$ cat src/rtl/i2c_slave_wr.sv
// Write-only I2C slave.
// SCL/SDA are oversampled by clk through two-flop synchronizers plus one
// delay stage. START/STOP are detected from the synchronized copies. The
// slave ACKs a matching write address and every following data byte, and
// hands each received byte to the core on a single-cycle rx_valid strobe.
// Read requests and foreign addresses are NACKed by never driving SDA.
module i2c_slave_wr #(
   parameter logic [6:0] SLAVE_ADDR = 7'h42
) (
   input  logic       clk,
   input  logic       rst_n,
   input  logic       scl_i,
   input  logic       sda_i,
   output logic       sda_o,
   output logic [7:0] rx_data,
   output logic       rx_valid,
   output logic [7:0] rx_idx,
   output logic       busy,
   output logic       stop_det
);

   typedef enum logic [2:0] {
      ST_IDLE     = 3'd0,
      ST_ADDR     = 3'd1,
      ST_ADDR_ACK = 3'd2,
      ST_DATA     = 3'd3,
      ST_DATA_ACK = 3'd4,
      ST_IGNORE   = 3'd5
   } state_t;

   // Pipe bit 0 is the metastable stage, bit 1 the synchronized value,
   // bit 2 the synchronized value one cycle older (for edge detection).
   logic [2:0] scl_pipe_reg;
   logic [2:0] sda_pipe_reg;

   logic scl_sync;
   logic scl_dly;
   logic sda_sync;
   logic sda_dly;

   logic scl_rise;
   logic scl_fall;
   logic start_ev;
   logic stop_ev;
   logic byte_done;
   logic [7:0] byte_val;

   state_t state_reg;
   state_t state_next;

   // The first seven bits of a byte live here; the eighth is taken straight
   // from the bus on the completing edge, so the full byte is byte_val.
   logic [6:0] shift_reg;
   logic [6:0] shift_next;
   logic [2:0] bit_cnt_reg;
   logic [2:0] bit_cnt_next;
   logic       sda_reg;
   logic       sda_next;
   logic [7:0] rx_data_reg;
   logic [7:0] rx_data_next;
   logic       rx_valid_reg;
   logic       rx_valid_next;
   logic [7:0] rx_idx_reg;
   logic [7:0] rx_idx_next;
   logic       busy_reg;
   logic       busy_next;
   logic       stop_det_reg;
   logic       stop_det_next;

   // Bring the asynchronous bus lines into the clk domain; reset to an idle
   // (high) bus so that reset release can never look like a START.
   always_ff @(posedge clk or negedge rst_n) begin
      if (!rst_n) begin
         scl_pipe_reg <= 3'b111;
         sda_pipe_reg <= 3'b111;
      end else begin
         scl_pipe_reg <= {scl_pipe_reg[1:0], scl_i};
         sda_pipe_reg <= {sda_pipe_reg[1:0], sda_i};
      end
   end

   assign scl_sync = scl_pipe_reg[1];
   assign scl_dly  = scl_pipe_reg[2];
   assign sda_sync = sda_pipe_reg[1];
   assign sda_dly  = sda_pipe_reg[2];

   assign scl_rise  = scl_sync & ~scl_dly;
   assign scl_fall  = ~scl_sync & scl_dly;
   assign start_ev  = scl_sync & sda_dly & ~sda_sync;
   assign stop_ev   = scl_sync & ~sda_dly & sda_sync;
   assign byte_val  = {shift_reg, sda_sync};
   assign byte_done = scl_rise && (bit_cnt_reg == 3'd7);

   // State register.
   always_ff @(posedge clk or negedge rst_n) begin
      if (!rst_n) begin
         state_reg <= ST_IDLE;
      end else begin
         state_reg <= state_next;
      end
   end

   // Next-state logic; bus START/STOP override any bit-level progress.
   always_comb begin
      state_next = state_reg;
      if (start_ev) begin
         state_next = ST_ADDR;
      end else if (stop_ev) begin
         state_next = ST_IDLE;
      end else begin
         case (state_reg)
            ST_IDLE: begin
               state_next = ST_IDLE;
            end
            ST_ADDR: begin
               if (byte_done) begin
                  if ((byte_val[7:1] == SLAVE_ADDR) && !byte_val[0]) begin
                     state_next = ST_ADDR_ACK;
                  end else begin
                     state_next = ST_IGNORE;
                  end
               end
            end
            ST_ADDR_ACK, ST_DATA_ACK: begin
               // Second falling edge while holding SDA low ends the ACK bit.
               if (scl_fall && !sda_reg) begin
                  state_next = ST_DATA;
               end
            end
            ST_DATA: begin
               if (byte_done) begin
                  state_next = ST_DATA_ACK;
               end
            end
            ST_IGNORE: begin
               state_next = ST_IGNORE;
            end
            default: begin
               state_next = ST_IDLE;
            end
         endcase
      end
   end

   // Output and datapath logic: bit shifting, ACK drive, byte strobe,
   // byte index and busy/stop flags.
   always_comb begin
      shift_next    = shift_reg;
      bit_cnt_next  = bit_cnt_reg;
      sda_next      = sda_reg;
      rx_data_next  = rx_data_reg;
      rx_valid_next = 1'b0;
      rx_idx_next   = rx_idx_reg;
      busy_next     = busy_reg;
      stop_det_next = 1'b0;
      if (start_ev) begin
         // START or repeated START: abandon any partial byte or ACK.
         bit_cnt_next = 3'd0;
         sda_next     = 1'b1;
         busy_next    = 1'b0;
      end else if (stop_ev) begin
         bit_cnt_next  = 3'd0;
         sda_next      = 1'b1;
         busy_next     = 1'b0;
         stop_det_next = 1'b1;
      end else begin
         case (state_reg)
            ST_ADDR, ST_DATA: begin
               if (scl_rise) begin
                  shift_next   = byte_val[6:0];
                  bit_cnt_next = bit_cnt_reg + 3'd1;
               end
               if ((state_reg == ST_DATA) && byte_done) begin
                  rx_data_next  = byte_val;
                  rx_valid_next = 1'b1;
               end
            end
            ST_ADDR_ACK, ST_DATA_ACK: begin
               // SDA only moves on SCL falling edges, so it is stable
               // whenever the master samples it with SCL high.
               if (scl_fall) begin
                  if (sda_reg) begin
                     sda_next = 1'b0;
                  end else begin
                     sda_next     = 1'b1;
                     bit_cnt_next = 3'd0;
                     if (state_reg == ST_ADDR_ACK) begin
                        busy_next   = 1'b1;
                        rx_idx_next = 8'd0;
                     end else begin
                        rx_idx_next = rx_idx_reg + 8'd1;
                     end
                  end
               end
            end
            default: begin
               sda_next = 1'b1;
            end
         endcase
      end
   end

   // Datapath and output registers; async reset releases SDA at once.
   always_ff @(posedge clk or negedge rst_n) begin
      if (!rst_n) begin
         shift_reg    <= 7'd0;
         bit_cnt_reg  <= 3'd0;
         sda_reg      <= 1'b1;
         rx_data_reg  <= 8'h00;
         rx_valid_reg <= 1'b0;
         rx_idx_reg   <= 8'h00;
         busy_reg     <= 1'b0;
         stop_det_reg <= 1'b0;
      end else begin
         shift_reg    <= shift_next;
         bit_cnt_reg  <= bit_cnt_next;
         sda_reg      <= sda_next;
         rx_data_reg  <= rx_data_next;
         rx_valid_reg <= rx_valid_next;
         rx_idx_reg   <= rx_idx_next;
         busy_reg     <= busy_next;
         stop_det_reg <= stop_det_next;
      end
   end

   assign sda_o    = sda_reg;
   assign rx_data  = rx_data_reg;
   assign rx_valid = rx_valid_reg;
   assign rx_idx   = rx_idx_reg;
   assign busy     = busy_reg;
   assign stop_det = stop_det_reg;

endmodule
$ cat config.mk
export PLATFORM = sky130hd
export DESIGN_NAME = i2c_slave_wr
export DESIGN_NICKNAME = d
export VERILOG_FILES = /design/src/rtl/i2c_slave_wr.sv
export SDC_FILE = /design/constraint.sdc
export NUM_CORES = 1
export LEC_CHECK = 0
export BUFFER_PORTS_ARGS = -buffer_cell sky130_fd_sc_hd__clkbuf_2
export CORE_MARGIN = 2
export CORE_UTILIZATION = 50
export DETAILED_ROUTE_END_ITERATION = 16
export PLACE_DENSITY_LB_ADDON = 0.1
export SLEW_MARGIN = 20
export SYNTH_ARGS = -nofsm -noshare
export SYNTH_HDL_FRONTEND = slang
export SYNTH_SLANG_ARGS = --single-unit
$ cat constraint.sdc
create_clock -name clk -period 2.49 [get_ports clk]
set_input_delay 0 -clock clk [delete_from_list [all_inputs] [get_ports clk]]
set_output_delay 0 -clock clk [all_outputs]
set_load 0.02 [all_outputs]
==> reports/results.ini, run 1 <==
[clock_tree]
cts_resized=0
cts_tree=built
htreeDepth=2
cts-buffers-inserted=5
clockRootBuffer=clkbuf_4
clockBufferDepth=2
clock_latency_ns=0.34
path_clk_slew_ns=0.11
cts_sinks=39
post_cts_buffers=0

[yosys]
synth_cell_types=46
synthSimpleGateAreaFrac_pct=16.5
synthCells=159
ys.flop_type=dfrtp_1
ys_ff_latch=39
synth_area_sq_mm=0.00182
ys_warn_count=0
muxShareOfSynthArea_pct=10.4
synth_edf_count=0
synth-adder-area-share_pct=2.06
synth_top_family_by_area=simple AND/OR/NAND/NOR gates
synth_nets=166
synth_compound_area_share_pct=11.7
avgSynthCellArea_sq_um=11.4
yosysSeqAreaShare_pct=54.1
ys_async_sr_fraction_pct=100
synth_xor_area_share_pct=1.93

[placed_design]
place_ws_ns=0.422
dp.cells=226
place_congestion=0.912
io_buffer_count=23
placed_area_sq_mm=0.00199
hpwl_mm=2.31

[timing]
slew_violations=0
min_period_over_period_pct=84.1
tns_ns=0
slew_headroom_pct=37.6
final_hold_viol_count=0
setup_ws_ns=0.396
min_period_ns=2.09
tightestPinTransition_ns=0.936
skew_ns=0.00862
rsz0062_at_grt=no
fmax_mhz=478
setup_viol=0

[global_routing]
antenna_found_initial=0
first_global_vias=1288
grt_usage_pct=18.5
grt-ovfl-total=0
grt_max_degree=40
grt_pass1_wl_mm=5.93

[status]
status=finished, final reports clean

[cells_and_area]
drive_above_1_share_pct=33.5
layout_commonest_cell=dfrtp_1
final_cell_mix=32 x dfrtp_1, 23 x clkbuf_2, 15 x nand2_1, 15 x mux2_2, 10 x o21ai_0
instances_no_fill=237
design_area_sq_mm=0.00213
syn_to_final_growth_pct=16.9
final_nets=197
n_antenna_cell=0

[setup_path]
cp-start-kind=flop
critical_path_required_ns=2.76
arrival_ns=2.37
path_class=reg -> reg
crit_fanout=6
cp-end-kind=flop

[route]
via_per_inst=5.57
routedWlPerCell_microns=13.7
first_iter_violations=73
first_pass_iters=4
finalWirelength_mm=3.25
remaining_drc_errors=0
ant_nets=0
vias=1319

[pwr]
p_leak_uw=0.00102
total_power_uw=1790
p_per_area_mw_per_mm2=843
vdd_ir_drop_max_mv=0.634

[die]
initial_utilization_pct=53.3
die-area_sq_mm=0.00414
rows=21
die_h_microns=64.3
die_x_microns=64.3
core-area_sq_mm=0.00342
io_pins=24

[flow_run]
max_cap_violations=0

[worst_hold_path]
hold_class=in -> reg

[metrics by stage]
step           hold WS (ns)  utilization [%]
2_1_floorplan        -0.296                -
3_3_place_gp         0.0894             58.3
3_5_place_dp         0.0888             58.3
4_1_cts               0.263             62.3
5_1_grt               0.255             62.3
6_report              0.279             62.3
[Yosys cell counts, types with 2 or more instances]
library cell	n	share of area, %
or3_1	2	0.69
dfrtp_1	32	44
clkbuf_1	5	1.0
nand4_1	4	1.4
xnor2_1	2	0.96
nor3_1	2	0.55
inv_1	8	1.7
nand3_1	4	1.1
and2_1	2	0.69
a21oi_1	4	1.1
nor3b_1	2	0.83
nor2_1	5	1.0
a22oi_1	2	0.83
nand2_1	15	3.1
nor4b_1	2	0.96
o21ai_0	10	2.8
xor2_1	2	0.96
and3_1	2	0.69
mux2_2	15	9.3
dfstp_2	7	10
ha_1	3	2.1
a211o_1	2	0.96
mux2i_1	2	1.1
nor2b_1	3	1.0
[cell type report]
cell class / instances / area, sq um
fillers: 279 / 1290
repair buffers: 30 / 175
clock inverters: 3 / 67.6
well taps: 46 / 57.6
multi-input cells: 106 / 774
inverters: 8 / 30.0
flip-flops and latches: 39 / 985
clock buffers: 5 / 37.5
[what timing repair did]
action,4_1_cts,5_1_grt
hold buffers,3,0
endpoints found under the hold margin,34,0
setup endpoints to repair,0,0
[critical path, cell delays in order (launching register included)]
cell and delay [ns]:
dfstp_2 0.58, or3b_4 0.42, or4b_4 0.52, or3_1 0.36
a21oi_1 0.15
[path summary, 6_finish.rpt]
check	startpoint	endpoint	slack, ns	cells after the start
worst min-delay path	sda_i	sda_pipe_reg[0]$_DFF_PN1_	0.28	2
min in group asynchronous	rst_n	rx_idx[0]$_DFFE_PN0P_	0.32	2
max in group asynchronous	rst_n	state_reg[0]$_DFFE_PN0P_	1.59	2
worst min register to register	scl_pipe_reg[0]$_DFF_PN1_	scl_pipe_reg[1]$_DFF_PN1_	0.36	0
worst max-delay path	scl_pipe_reg[2]$_DFF_PN1_	rx_idx[6]$_DFFE_PN0P_	0.40	4
worst max register to register	scl_pipe_reg[2]$_DFF_PN1_	rx_idx[6]$_DFFE_PN0P_	0.40	4
[power by group]
group	internal [uW]	switching [uW]
sequential	728	98.9
combinational	199	246
clock	312	208
[metal layers]
metal  track usage [%]  wire length (microns)  vias up
met4              5.85                     42        0
met1              24.5                   1490      643
met2              29.6                   1580       31
met3              4.93                    140        7
li1                  -                      -      638
met5                 0                      0        -
[kinds of logic after synthesis]
kind of cell / after synthesis
and+or+nand+nor: 51
DFF: 39
AOI/OAI and AO/OA: 31
muxes: 17
xor gates and xnor gates: 4
adders and majority gates: 3
buffers and inverters: 14
Note: power is estimated with default switching activity, not from simulation.
==> run 2, diff against run 1 <==
- clock period: 2.49 -> 2.1 ns (I/O delays scaled with it)
==> reports/results.ini, run 2 (synthesized netlist as in run 1, its figures left out) <==
[cells_and_area]
n_antenna_cell=0  ; unchanged
syn_to_final_growth_pct=17.1  ; was 16.9%
final_nets=202  ; was 197
final_cell_mix=32 x dfrtp_1, 23 x clkbuf_2, 15 x nand2_1, 15 x mux2_2, 10 x o21ai_0  ; unchanged
fillers=290  ; was 279
regArea_sq_um=985  ; unchanged
layout_commonest_cell=dfrtp_1  ; unchanged
drive_above_1_share_pct=36.7  ; was 33.5%
multiInputGateArea_sq_um=792  ; was 774 sq um

[timing]
tightestPinTransition_ns=0.927  ; was 0.936 ns
fmax_mhz=487  ; was 478 MHz
final_hold_viol_count=0  ; unchanged
min_period_over_period_pct=97.7  ; was 84.1%
setup_viol=0  ; unchanged
rsz0062_at_grt=no  ; unchanged
min_period_ns=2.05  ; was 2.09 ns
tns_ns=0  ; unchanged
slew_violations=0  ; unchanged
slew_headroom_pct=38.2  ; was 37.6%
skew_ns=0.0105  ; was 0.00862 ns

[status]
status=finished, final reports clean  ; unchanged

[setup_path]
arrival_ns=2.34  ; was 2.37 ns
crit_fanout=6  ; unchanged
cp-start-kind=flop  ; unchanged
critical_path_required_ns=2.39  ; was 2.76 ns
path_class=reg -> reg  ; unchanged
cp-end-kind=flop  ; unchanged

[placed_design]
io_buffer_count=23  ; unchanged
place_congestion=0.818  ; was 0.912
hpwl_mm=2.58  ; was 2.31 mm

[route]
remaining_drc_errors=0  ; unchanged
finalWirelength_mm=3.62  ; was 3.25 mm
wl_met2_mm=1.86  ; was 1.58 mm
routedLengthMet1_mm=1.55  ; was 1.49 mm
first_pass_iters=6  ; was 4
met3_length_microns=143  ; was 140 microns
first_iter_violations=51  ; was 73
via_per_inst=5.53  ; was 5.57
ant_nets=0  ; unchanged
top_layer=met4  ; unchanged
routedWlPerCell_microns=14.9  ; was 13.7 microns
vias=1339  ; was 1319

[flow_run]
max_cap_violations=0  ; unchanged

[worst_hold_path]
hold_class=in -> reg  ; unchanged

[global_routing]
grt_pass1_wl_mm=6.36  ; was 5.93 mm
grt-ovfl-total=0  ; unchanged
grt_usage_pct=20.1  ; was 18.5%
antenna_found_initial=0  ; unchanged
grt_max_degree=40  ; unchanged
first_global_vias=1383  ; was 1288

[pwr]
p_per_area_mw_per_mm2=906  ; was 843 mW/mm^2
total_power_uw=1930  ; was 1790 uW
vdd_ir_drop_max_mv=0.570  ; was 0.634 mV
p_leak_uw=0.00102  ; about the same

[die]
die_h_microns=64.3  ; unchanged
core-area_sq_mm=0.00342  ; unchanged
initial_utilization_pct=53.3  ; unchanged
die_x_microns=64.3  ; unchanged
rows=21  ; unchanged
io_pins=24  ; unchanged
die-area_sq_mm=0.00414  ; unchanged

[clock_tree]
post_cts_buffers=0  ; unchanged
cts_tree=built  ; unchanged
path_clk_slew_ns=0.12  ; was 0.11 ns
cts_sinks=39  ; unchanged
htreeDepth=2  ; unchanged
cts-buffers-inserted=5  ; unchanged
clockBufferDepth=2  ; unchanged
clock_latency_ns=0.35  ; was 0.34 ns
clockRootBuffer=clkbuf_4  ; unchanged

-- run 2: cell type report --
| class | count | area share (%) |
|---|---|---|
| Timing Repair Buffer | 35 | 9.98 |
| Clock buffer | 6 | 1.94 |
| Multi-Input combinational cell | 106 | 37.2 |
| Inverter | 8 | 1.41 |
| Sequential cell | 39 | 46.2 |
| Clock inverter | 2 | 0.587 |
| Tap cell | 46 | 2.70 |
-- run 2: metrics by stage --
| stage | hold slack (ns) | cell area, sq um | setup WS (ns) | util [%] | cells |
|---|---|---|---|---|---|
| 2_1_floorplan | -0.296 | 1820 | 0.118 | - | 159 |
| 3_3_place_gp | 0.0905 | 2030 | 0.114 | 59.4 | 231 |
| 3_5_place_dp | 0.0916 | 2030 | 0.0796 | 59.4 | 231 |
| 4_1_cts | 0.267 | 2110 | 0.0552 | 61.9 | 242 |
| 5_1_grt | 0.264 | 2130 | 0.0110 | 62.4 | 242 |
| 6_report | 0.285 | 2130 | 0.0486 | 62.4 | 242 |
-- run 2: worst max-delay path, stage by stage, from the launching register on --
cell	delay, ns
dfstp_2	0.58
or3b_4	0.39
or4b_4	0.56
or3_4	0.35
a21oi_2	0.12
-- run 2: metal layers --
metal / track usage (%) / vias up
li1: - / 643
met1: 24.9 / 651
met2: 32.8 / 36
met3: 5.63 / 9
met4: 8.51 / 0
met5: 0 / -
-- run 2: worst paths after layout --
check / startpoint / to / slack (ns) / cells past startpoint
min in group asynchronous: rst_n / rx_idx[4]$_DFFE_PN0P_ / 0.31 / 2
setup reg to reg: scl_pipe_reg[2]$_DFF_PN1_ / rx_idx[4]$_DFFE_PN0P_ / 0.05 / 4
setup / recovery: scl_pipe_reg[2]$_DFF_PN1_ / rx_idx[4]$_DFFE_PN0P_ / 0.05 / 4
max in group asynchronous: rst_n / bit_cnt_reg[0]$_DFFE_PN0P_ / 1.21 / 2
hold / removal: scl_i / scl_pipe_reg[0]$_DFF_PN1_ / 0.28 / 2
hold reg to reg: scl_pipe_reg[0]$_DFF_PN1_ / scl_pipe_reg[1]$_DFF_PN1_ / 0.36 / 0
-- run 2: repair_timing --
action                                  4_1_cts  5_1_grt
hold buffers                                  3        0
hold endpoints to repair                     34        0
resized for setup                             0        4
endpoints found under the setup margin        0        1
-- run 2: report_power, final --
part | internal, uW | leakage (uW) | total, uW | switching, uW
clock network | 129 | 0.0000282 | 370 | 240
logic | 270 | 0.000498 | 573 | 302
registers | 863 | 0.000497 | 988 | 125
total | 1260 | 0.00102 | 1930 | 667
